$ cat src/rtl/muldiv_unit.sv
// muldiv_unit: iterative 32-step multiply/divide unit that owns the HI/LO pair.
// A start/busy/done handshake lets control stall mfhi/mflo until the result lands.
// Optional feature macro: MULDIV_SIGNED_EN (op[0] selects signed MULT/DIV).
// Without the macro every operation is unsigned and no sign logic is built.
module muldiv_unit #(
  parameter int WIDTH = 32,
  parameter int CNT_W = 6
) (
  input  logic             clk,
  input  logic             reset,
  input  logic             start,
  input  logic [1:0]       op,
  input  logic [WIDTH-1:0] a,
  input  logic [WIDTH-1:0] b,
  input  logic             hi_we,
  input  logic             lo_we,
  input  logic [WIDTH-1:0] wdata,
  output logic             busy,
  output logic             done,
  output logic             div_zero,
  output logic [WIDTH-1:0] hi,
  output logic [WIDTH-1:0] lo
);

  typedef enum logic [1:0] {
    IDLE = 2'd0,
    RUN  = 2'd1,
    DZ   = 2'd2
  } state_t;

  localparam logic [CNT_W-1:0]   CNT_ZERO = {CNT_W{1'b0}};
  localparam logic [CNT_W-1:0]   CNT_ONE  = CNT_W'(1'b1);
  localparam logic [CNT_W-1:0]   CNT_LAST = CNT_W'(WIDTH - 1);
  localparam logic [CNT_W-1:0]   CNT_MAX  = CNT_W'(WIDTH);
  localparam logic [WIDTH-1:0]   ZERO_W   = {WIDTH{1'b0}};
  localparam logic [WIDTH-1:0]   ONES_W   = {WIDTH{1'b1}};
  localparam logic [2*WIDTH-1:0] ZERO_2W  = {(2*WIDTH){1'b0}};

  state_t             state_r;
  logic [CNT_W-1:0]   cnt_r;
  // Multiply: {partial upper product, remaining multiplier bits}.
  // Divide:   {partial remainder, dividend bits / quotient bits}.
  logic [2*WIDTH-1:0] acc_r;
  logic [WIDTH-1:0]   opnd_r;    // multiplicand or divisor magnitude
  logic               is_div_r;

  logic [WIDTH-1:0]   mag_a_s;
  logic [WIDTH-1:0]   mag_b_s;
  logic [WIDTH:0]     mul_sum_s;
  logic [WIDTH:0]     div_shift_s;
  logic               div_ge_s;
  logic [WIDTH-1:0]   div_diff_s;
  logic [WIDTH-1:0]   div_rem_s;
  logic [2*WIDTH-1:0] step_s;
  logic [2*WIDTH-1:0] prod_s;
  logic [WIDTH-1:0]   quot_s;
  logic [WIDTH-1:0]   rem_s;
  logic [WIDTH-1:0]   res_hi_s;
  logic [WIDTH-1:0]   res_lo_s;
  logic               b_zero_s;

  assign b_zero_s = (b == ZERO_W);

`ifdef MULDIV_SIGNED_EN
  logic sign_a_s;
  logic sign_b_s;
  logic neg_prod_r;   // product / quotient needs negation
  logic neg_rem_r;    // remainder takes the sign of the dividend

  // Operand magnitudes: two's-complement absolute value for signed ops.
  always_comb begin
    sign_a_s = op[0] & a[WIDTH-1];
    sign_b_s = op[0] & b[WIDTH-1];
    mag_a_s  = sign_a_s ? (ZERO_W - a) : a;
    mag_b_s  = sign_b_s ? (ZERO_W - b) : b;
  end

  // Capture sign-correction flags at the accepting edge.
  always_ff @(posedge clk or negedge reset) begin
    if (!reset) begin
      neg_prod_r <= 1'b0;
      neg_rem_r  <= 1'b0;
    end else if ((state_r == IDLE) && start) begin
      neg_prod_r <= sign_a_s ^ sign_b_s;
      neg_rem_r  <= sign_a_s;
    end
  end
`else
  logic unused_op_s;
  assign unused_op_s = op[0];

  // Unsigned build: operands pass through unchanged.
  always_comb begin
    mag_a_s = a;
    mag_b_s = b;
  end
`endif

  // One shift-add or restoring shift-subtract iteration on the accumulator.
  always_comb begin
    step_s      = ZERO_2W;
    mul_sum_s   = {1'b0, acc_r[2*WIDTH-1:WIDTH]} +
                  (acc_r[0] ? {1'b0, opnd_r} : {(WIDTH+1){1'b0}});
    div_shift_s = acc_r[2*WIDTH-1:WIDTH-1];
    div_ge_s    = (div_shift_s >= {1'b0, opnd_r});
    // True difference is below the divisor when div_ge_s holds, so WIDTH bits suffice.
    div_diff_s  = div_shift_s[WIDTH-1:0] - opnd_r;
    div_rem_s   = div_ge_s ? div_diff_s : div_shift_s[WIDTH-1:0];
    if (is_div_r) begin
      step_s = {div_rem_s, acc_r[WIDTH-2:0], div_ge_s};
    end else begin
      step_s = {mul_sum_s, acc_r[WIDTH-1:1]};
    end
  end

  // Final result with sign correction, taken from the last iteration's output.
  always_comb begin
    prod_s = step_s;
    quot_s = step_s[WIDTH-1:0];
    rem_s  = step_s[2*WIDTH-1:WIDTH];
`ifdef MULDIV_SIGNED_EN
    if (neg_prod_r) begin
      prod_s = ZERO_2W - step_s;
      quot_s = ZERO_W - step_s[WIDTH-1:0];
    end else begin
      prod_s = step_s;
      quot_s = step_s[WIDTH-1:0];
    end
    if (neg_rem_r) begin
      rem_s = ZERO_W - step_s[2*WIDTH-1:WIDTH];
    end else begin
      rem_s = step_s[2*WIDTH-1:WIDTH];
    end
`endif
    if (is_div_r) begin
      res_hi_s = rem_s;
      res_lo_s = quot_s;
    end else begin
      res_hi_s = prod_s[2*WIDTH-1:WIDTH];
      res_lo_s = prod_s[WIDTH-1:0];
    end
  end

  // Control FSM with registered handshake outputs and the HI/LO registers.
  always_ff @(posedge clk or negedge reset) begin
    if (!reset) begin
      state_r  <= IDLE;
      cnt_r    <= CNT_ZERO;
      acc_r    <= ZERO_2W;
      opnd_r   <= ZERO_W;
      is_div_r <= 1'b0;
      busy     <= 1'b0;
      done     <= 1'b0;
      div_zero <= 1'b0;
      hi       <= ZERO_W;
      lo       <= ZERO_W;
    end else begin
      done <= 1'b0;
      case (state_r)
        IDLE: begin
          if (start) begin
            // start beats mthi/mtlo in the same cycle.
            cnt_r    <= CNT_ZERO;
            div_zero <= 1'b0;
            busy     <= 1'b1;
            is_div_r <= op[1];
            if (op[1] && b_zero_s) begin
              state_r <= DZ;
              acc_r   <= {ZERO_W, a};     // raw dividend goes to HI
              opnd_r  <= ZERO_W;
            end else if (op[1]) begin
              state_r <= RUN;
              acc_r   <= {ZERO_W, mag_a_s};
              opnd_r  <= mag_b_s;
            end else begin
              state_r <= RUN;
              acc_r   <= {ZERO_W, mag_b_s};
              opnd_r  <= mag_a_s;
            end
          end else begin
            if (hi_we) begin
              hi <= wdata;
            end
            if (lo_we) begin
              lo <= wdata;
            end
          end
        end
        RUN: begin
          acc_r <= step_s;
          cnt_r <= (cnt_r == CNT_MAX) ? cnt_r : (cnt_r + CNT_ONE);
          if (cnt_r == CNT_LAST) begin
            hi      <= res_hi_s;
            lo      <= res_lo_s;
            busy    <= 1'b0;
            done    <= 1'b1;
            state_r <= IDLE;
          end
        end
        DZ: begin
          hi       <= acc_r[WIDTH-1:0];
          lo       <= ONES_W;
          div_zero <= 1'b1;
          done     <= 1'b1;
          busy     <= 1'b0;
          state_r  <= IDLE;
        end
        default: begin
          busy    <= 1'b0;
          state_r <= IDLE;
        end
      endcase
    end
  end

endmodule

$ cat config.mk
export PLATFORM = sky130hd
export DESIGN_NAME = muldiv_unit
export DESIGN_NICKNAME = d
export VERILOG_FILES = /design/src/rtl/muldiv_unit.sv
export SDC_FILE = /design/constraint.sdc
export NUM_CORES = 1
export LEC_CHECK = 0
export ABC_AREA = 1
export BUFFER_PORTS_ARGS = -buffer_cell sky130_fd_sc_hd__buf_4
export CORE_MARGIN = 4
export CORE_UTILIZATION = 57
export CTS_CLUSTER_SIZE = 20
export DETAILED_ROUTE_END_ITERATION = 8
export PLACE_DENSITY = 0.83
export REMOVE_ABC_BUFFERS = 1
export SLEW_MARGIN = 0
export SYNTH_ARGS = -nofsm -noshare
export SYNTH_HDL_FRONTEND = slang
export SYNTH_SLANG_ARGS = --single-unit
$ cat constraint.sdc
create_clock -name clk -period 6.1 [get_ports clk]
set_input_delay 0.61 -clock clk [delete_from_list [all_inputs] [get_ports clk]]
set_output_delay 0.61 -clock clk [all_outputs]
set_load 0.05 [all_outputs]
==> impl_metrics.env, run 1 <==
export IMPL_via_count=16270
export IMPL_first_iter_violations=2049
export IMPL_grt_max_degree=88
export IMPL_ys_warnings_count=0
export IMPL_dieArea_um2=28490
export IMPL_clockRootBuffer="clkbuf_16"
export IMPL_drv_slew=0
export IMPL_clock_latency_ns=0.45
export IMPL_cts_tree="yes"
export IMPL_dp_cells=2752
export IMPL_grt_met2_usage=0.5765
export IMPL_worstPathRequired_ns=6.46
export IMPL_r2r_cells=14
export IMPL_drt_wirelength_per_cell_um=19.27
export IMPL_synth_area_leaders="dfrtp_1 (29%), nand2_1 (16%), inv_1 (9.4%)"
export IMPL_grt_util_met1=0.5073
export IMPL_diodes=0
export IMPL_cp_max_fo=65
export IMPL_yosysTopAreaCell="dfrtp_1"
export IMPL_grt_util_met3=0.08010
export IMPL_clk_path_buf_depth=2
export IMPL_antenna_found_initial=0
export IMPL_seq_power_share=0.211
export IMPL_ys_types=53
export IMPL_setup_violations=0
export IMPL_finalCritPeriodShare=0.5940
export IMPL_arrival_ns=3.98
export IMPL_avgSynthCellArea_um2=6.312
export IMPL_async_reset_ff_frac=1.000
export IMPL_fin_worst_skew_ns=0.01876
export IMPL_crit_type="reg2reg"
export IMPL_status="finished clean"
export IMPL_detailed_place_hpwl_um=40740
export IMPL_drc_errors=0
export IMPL_ios=170
export IMPL_port_buffers=168
export IMPL_rsz0062_at_grt="false"
export IMPL_p_int_uw=4320
export IMPL_cts_repair_resized=0
export IMPL_tightest_slew_ns=1.235
export IMPL_r2r_start="state_r[0]"
export IMPL_start_util=0.5819
export IMPL_htree_levels=4
export IMPL_setup_tns_ns=0
export IMPL_post_cts_buffers=0
export IMPL_grt_pass1_vias=15250
export IMPL_ant_nets=0
export IMPL_pwr_share_comb=0.674
export IMPL_endpoint_kind="flop"
export IMPL_p_sw_uw=5780
export IMPL_fill_cells=2336
export IMPL_hold_viol=0
export IMPL_layout_drive_gt1_share=0.1161
export IMPL_ys_seq_area_frac=0.2920
export IMPL_fmax_ghz=0.2760
export IMPL_gp_congestion=1.035
export IMPL_rows=58
export IMPL_dieWidth_um=168.8
export IMPL_min_path_type="in2async"
export IMPL_grt_usage=0.3694
export IMPL_cts_buffers=17
export IMPL_vdd_drop_max_mv=0.6782
export IMPL_core_area_um2=25330
export IMPL_worst_r2r_endpoint="cnt_r[5]"
export IMPL_max_slew_margin_rel=0.1769
export IMPL_ctsHoldBuffers=0
export IMPL_grt_busiest_layer="met2"
export IMPL_via_per_inst=5.845
export IMPL_hold_worst_slack_ns=0.1961
export IMPL_p_leak_uw=0.008955
export IMPL_syn_area_um2=14740
export IMPL_startpoint_type="flop"
export IMPL_cts_sinks=172
export IMPL_routed_wl_um=53640
export IMPL_dr_pass1_iters=6
export IMPL_powerDensity_nw_per_um2=602.5
export IMPL_final_nets=2615
export IMPL_area_growth_pct=13.74
export IMPL_fp_dieH_um=168.8
export IMPL_min_period_ns=3.623
export IMPL_grt_ovfl_total=0
export IMPL_switching_share=0.5723
export IMPL_ff2ff_setup_slack_ns=2.48
export IMPL_synth_top_area_share=0.2920
export IMPL_instances_no_fill=2784
export IMPL_clk_transition_reported_paths_ns=0.09
export IMPL_p_clk_frac=0.115
export IMPL_synth_main_ff_cell="dfrtp_1"
export IMPL_grt_first_pass_wirelength_um=83430
export IMPL_syn_inst=2335
export IMPL_ys_ff_latch=172
export IMPL_synth_edff_count=0
export IMPL_maxCapViolations=0
cell type report:
| type | instances | area [µm²] | area share |
|---|---|---|---|
| sequential | 172 | 4308 | 0.2570 |
| timing repair buffer | 184 | 1398 | 0.08337 |
| clock inverter | 13 | 150.1 | 0.008957 |
| tap | 330 | 412.9 | 0.02463 |
| clock buffer | 19 | 442.9 | 0.02642 |
| inverter | 376 | 1419 | 0.08464 |
| multi-input combinational | 1690 | 8633 | 0.5150 |
power groups by stage:
stage | combinational [µW] | clock (µW) | sequential (µW)
global route | 7420 | 1210 | 2180
CTS | 6670 | 1160 | 2110
detailed placement | 6630 | 0 | 2130
global placement | 6500 | 0 | 2100
floorplan | 3840 | 0 | 2760
finish | 6810 | 1160 | 2130
registers in the layout, summed over array words and instances (netlist names), 2 cells and up:
| register | cells |
|---|---|
| state_r | 2 |
| hi | 32 |
| lo | 32 |
| opnd_r | 32 |
| cnt_r | 6 |
| acc_r | 64 |
stage by stage:
stage               total power (µW)    util  setup slack, ns  instance area [µm²]
finish                         10100  0.6619            2.477                16760
global route                   10810  0.6619            2.168                16760
CTS                             9942  0.6619            2.611                16760
detailed placement              8753  0.6385            2.548                16170
global placement                8602  0.6385            2.678                16170
floorplan                       6597       -          0.06673                14320
worst max-delay path by stage:
| stage | start | cells after the start | slack (ns) | endpoint |
|---|---|---|---|---|
| 6_report | state_r[0] | 14 | 2.48 | cnt_r[5] |
| 5_1_grt | state_r[0] | 14 | 2.17 | cnt_r[5] |
| 4_1_cts | state_r[0] | 14 | 2.61 | cnt_r[5] |
| 3_5_place_dp | start | 13 | 2.55 | cnt_r[5] |
| 3_3_place_gp | start | 11 | 2.68 | acc_r[2] |
| 2_1_floorplan | state_r[0] | 11 | 0.07 | cnt_r[5] |
cell usage after synthesis, types with 13 or more instances:
library cell  count
ha_1             69
inv_1           368
a21oi_1         163
o21bai_1         13
clkbuf_1         84
a211oi_1         25
dfrtp_1         172
nand2_2          16
nor2_1          170
nand4_1          26
o21a_1           30
a21boi_1         15
xnor2_1          13
o21ai_0         252
nand2_1         645
nor3_1           22
nand3_1         124
critical path, cell delays in order (launching register included):
cell	delay, ns
dfrtp_1	0.36
inv_1	0.08
ha_2	0.21
nand2_1	0.06
buf_4	0.46
inv_1	0.42
buf_4	0.35
a21oi_4	0.13
buf_4	0.55
inv_1	0.12
nand2_1	0.15
inv_1	0.12
nand4_1	0.16
nor3_1	0.07
nor3b_1	0.23
cells by family after synthesis:
kind of cell | Yosys count | synth area share
compound gates | 535 | 0.2027
mux | 1 | 0.0006792
flops | 172 | 0.2920
fa+ha+maj | 71 | 0.06130
buf+inv | 473 | 0.1245
simple gates | 1059 | 0.3044
xor+xnor | 24 | 0.01426
metal layers:
layer	part of all wire	routed length (µm)	vias up
met5	0	0	-
met4	0.036	1920	0
met3	0.10	5502	122
met2	0.45	24040	892
met1	0.41	22180	7562
li1	-	-	7697
cell usage in the layout, fill, tap and decap left out, types with 22 or more instances in the layout:
cell type  count
a211oi_1      25
inv_1        367
buf_4        182
dfrtp_1      171
o21ai_0      252
nand4_1       26
nand2_1      645
nand3_1      124
a21oi_1      162
nor3_1        22
ha_1          66
o21a_1        30
nor2_1       170
Note: power is estimated with default switching activity, not from simulation.
==> run 2, diff against run 1 <==
Clock period 6.1 ns to 3.7 ns, I/O delays scaled along.
==> impl_metrics.env, run 2 (synthesis gave the netlist of run 1 again) <==
export IMPL_status="finished clean"
export IMPL_dp_cells=2762
export IMPL_start_util=0.5819
export IMPL_path_buf_inv=2
export IMPL_hold_viol=0
export IMPL_routed_wl_um=53550
export IMPL_drv_slew=0
export IMPL_rsz0062_at_grt="false"
export IMPL_regMostFlops="acc_r"
export IMPL_dr_pass1_iters=6
export IMPL_post_cts_buffers=0
export IMPL_dieWidth_um=168.8
export IMPL_core_area_um2=25330
export IMPL_p_sw_uw=9585
export IMPL_via_per_inst=5.785
export IMPL_clk_path_buf_depth=2
export IMPL_worstPathRequired_ns=4.05
export IMPL_cts_sinks=172
export IMPL_register_area_um2=4305
export IMPL_multiInputGateArea_um2=8633
export IMPL_cts_repair_resized=0
export IMPL_clockRootBuffer="clkbuf_16"
export IMPL_most_common_layout_cells="nand2_1 (645), inv_1 (367), o21ai_0 (252)"
export IMPL_fin_worst_skew_ns=0.02050
export IMPL_min_path_type="in2reg"
export IMPL_port_buffers=168
export IMPL_max_slew_margin_rel=0.2084
export IMPL_detailed_place_hpwl_um=41080
export IMPL_seq_power_share=0.206
export IMPL_fmax_ghz=0.3064
export IMPL_min_period_ns=3.263
export IMPL_tightest_slew_ns=1.186
export IMPL_path_common_cell="nand2_1"
export IMPL_clock_latency_ns=0.45
export IMPL_startpoint_type="flop"
export IMPL_first_iter_violations=1836
export IMPL_grt_pass1_vias=15240
export IMPL_rows=58
export IMPL_finalCritPeriodShare=0.8820
export IMPL_clk_transition_reported_paths_ns=0.09
export IMPL_endpoint_kind="flop"
export IMPL_cp_max_fo=4
export IMPL_grt_first_pass_wirelength_um=83350
export IMPL_grt_max_degree=90
export IMPL_ant_nets=0
export IMPL_grt_usage=0.3691
export IMPL_ios=170
export IMPL_place_area_um2=16260
export IMPL_setup_violations=0
export IMPL_cts_tree="yes"
export IMPL_maxCapViolations=0
export IMPL_via_count=16180
export IMPL_gp_congestion=1.048
export IMPL_switching_share=0.5717
export IMPL_powerDensity_nw_per_um2=993.8
export IMPL_max_stage_delay_ns=0.55
export IMPL_cp_top_family="simple AND/OR/NAND/NOR gates"
export IMPL_final_common_cell="nand2_1"
export IMPL_hold_worst_slack_ns=0.1576
export IMPL_arrival_ns=3.62
export IMPL_p_int_uw=7181
export IMPL_fp_dieH_um=168.8
export IMPL_p_leak_uw=0.009023
export IMPL_vdd_drop_max_mv=1.005
export IMPL_ctsHoldBuffers=1
export IMPL_area_growth_pct=14.47
export IMPL_fin_area_um2=16870
export IMPL_antenna_found_initial=1
export IMPL_final_nets=2626
export IMPL_cts_buffers=17
export IMPL_htree_levels=4
export IMPL_instances_no_fill=2796
export IMPL_grt_ovfl_total=0
export IMPL_layout_drive_gt1_share=0.1201
export IMPL_pwr_share_comb=0.678
export IMPL_dieArea_um2=28490
export IMPL_cpMaxStageDelayCell="fa_1"
export IMPL_p_clk_frac=0.116
export IMPL_crit_path_cell_trace="inv_1, ha_1, inv_1, fa_1, nand3_1, nand2_1, nand2_1, nand2_1, nand2_1, nand2_1, nand3_1, nand2_1, nand2_1, nand3_1, nand2_1, nand2_1, nand2_1, nand2_1, a21boi_0"
export IMPL_largest_reg_flops=64
export IMPL_drc_errors=0
export IMPL_drt_wirelength_per_cell_um=19.15
export IMPL_fill_cells=2337
export IMPL_crit_type="reg2reg"
## run 2: routing by layer
metal	wire length (µm)	share of wire	vias up	GRT usage
li1	-	-	7715	-
met1	22650	0.42	7492	0.5166
met2	23570	0.44	852	0.5706
met3	5364	0.10	116	0.07590
met4	1969	0.037	0	0.1291
met5	0	0	-	0
## run 2: worst paths after layout
path / cells after the start / slack [ns] / from / endpoint
max: 19 / 0.44 / acc_r[31] / hi[26]
min: 3 / 0.16 / a[3] / opnd_r[3]
max reg2reg: 19 / 0.44 / acc_r[31] / hi[26]
min reg2reg: 1 / 0.49 / lo[26] / lo[26]
max in group asynchronous: 3 / 2.35 / reset / acc_r[8]
min in group asynchronous: 2 / 0.51 / reset / hi[1]
## run 2: per-stage QoR
stage          worst slack, ns  setup TNS [ns]  total power, µW    util
6_report                0.4368               0            16770  0.6661
5_1_grt                 0.2328               0            17940  0.6661
4_1_cts                 0.5621               0            16520  0.6660
3_5_place_dp            0.5940               0            14540  0.6418
3_3_place_gp            0.6919               0            14280  0.6418
2_1_floorplan           -2.333         -137.55            10880       -
## run 2: power by group through the flow
stage	clock (µW)	sequential (µW)	combinational, µW
2_1_floorplan	0	4550	6320
3_3_place_gp	0	3420	10900
3_5_place_dp	0	3450	11100
4_1_cts	1930	3420	11200
5_1_grt	2020	3520	12400
6_report	1940	3460	11400
## run 2: worst register-to-register path: stages, from the launching register on
cell and delay, ns:
dfrtp_1 0.40, inv_1 0.18, ha_1 0.19, inv_1 0.14, fa_1 0.55, nand3_1 0.14
nand2_1 0.13, nand2_1 0.09, nand2_1 0.17, nand2_1 0.11, nand2_1 0.11, nand3_1 0.14
nand2_1 0.07, nand2_1 0.06, nand3_1 0.08, nand2_1 0.12, nand2_1 0.14, nand2_1 0.09
nand2_1 0.06, a21boi_0 0.21
## run 2: area by class of cell
type,instances,area share
diodes,1,0.0001483
clock buffers,18,0.02603
clock inverters,14,0.009642
inverters,376,0.08411
multi-input cells,1690,0.5118
flip-flops and latches,172,0.2552
well taps,330,0.02448
repair buffers,195,0.08863
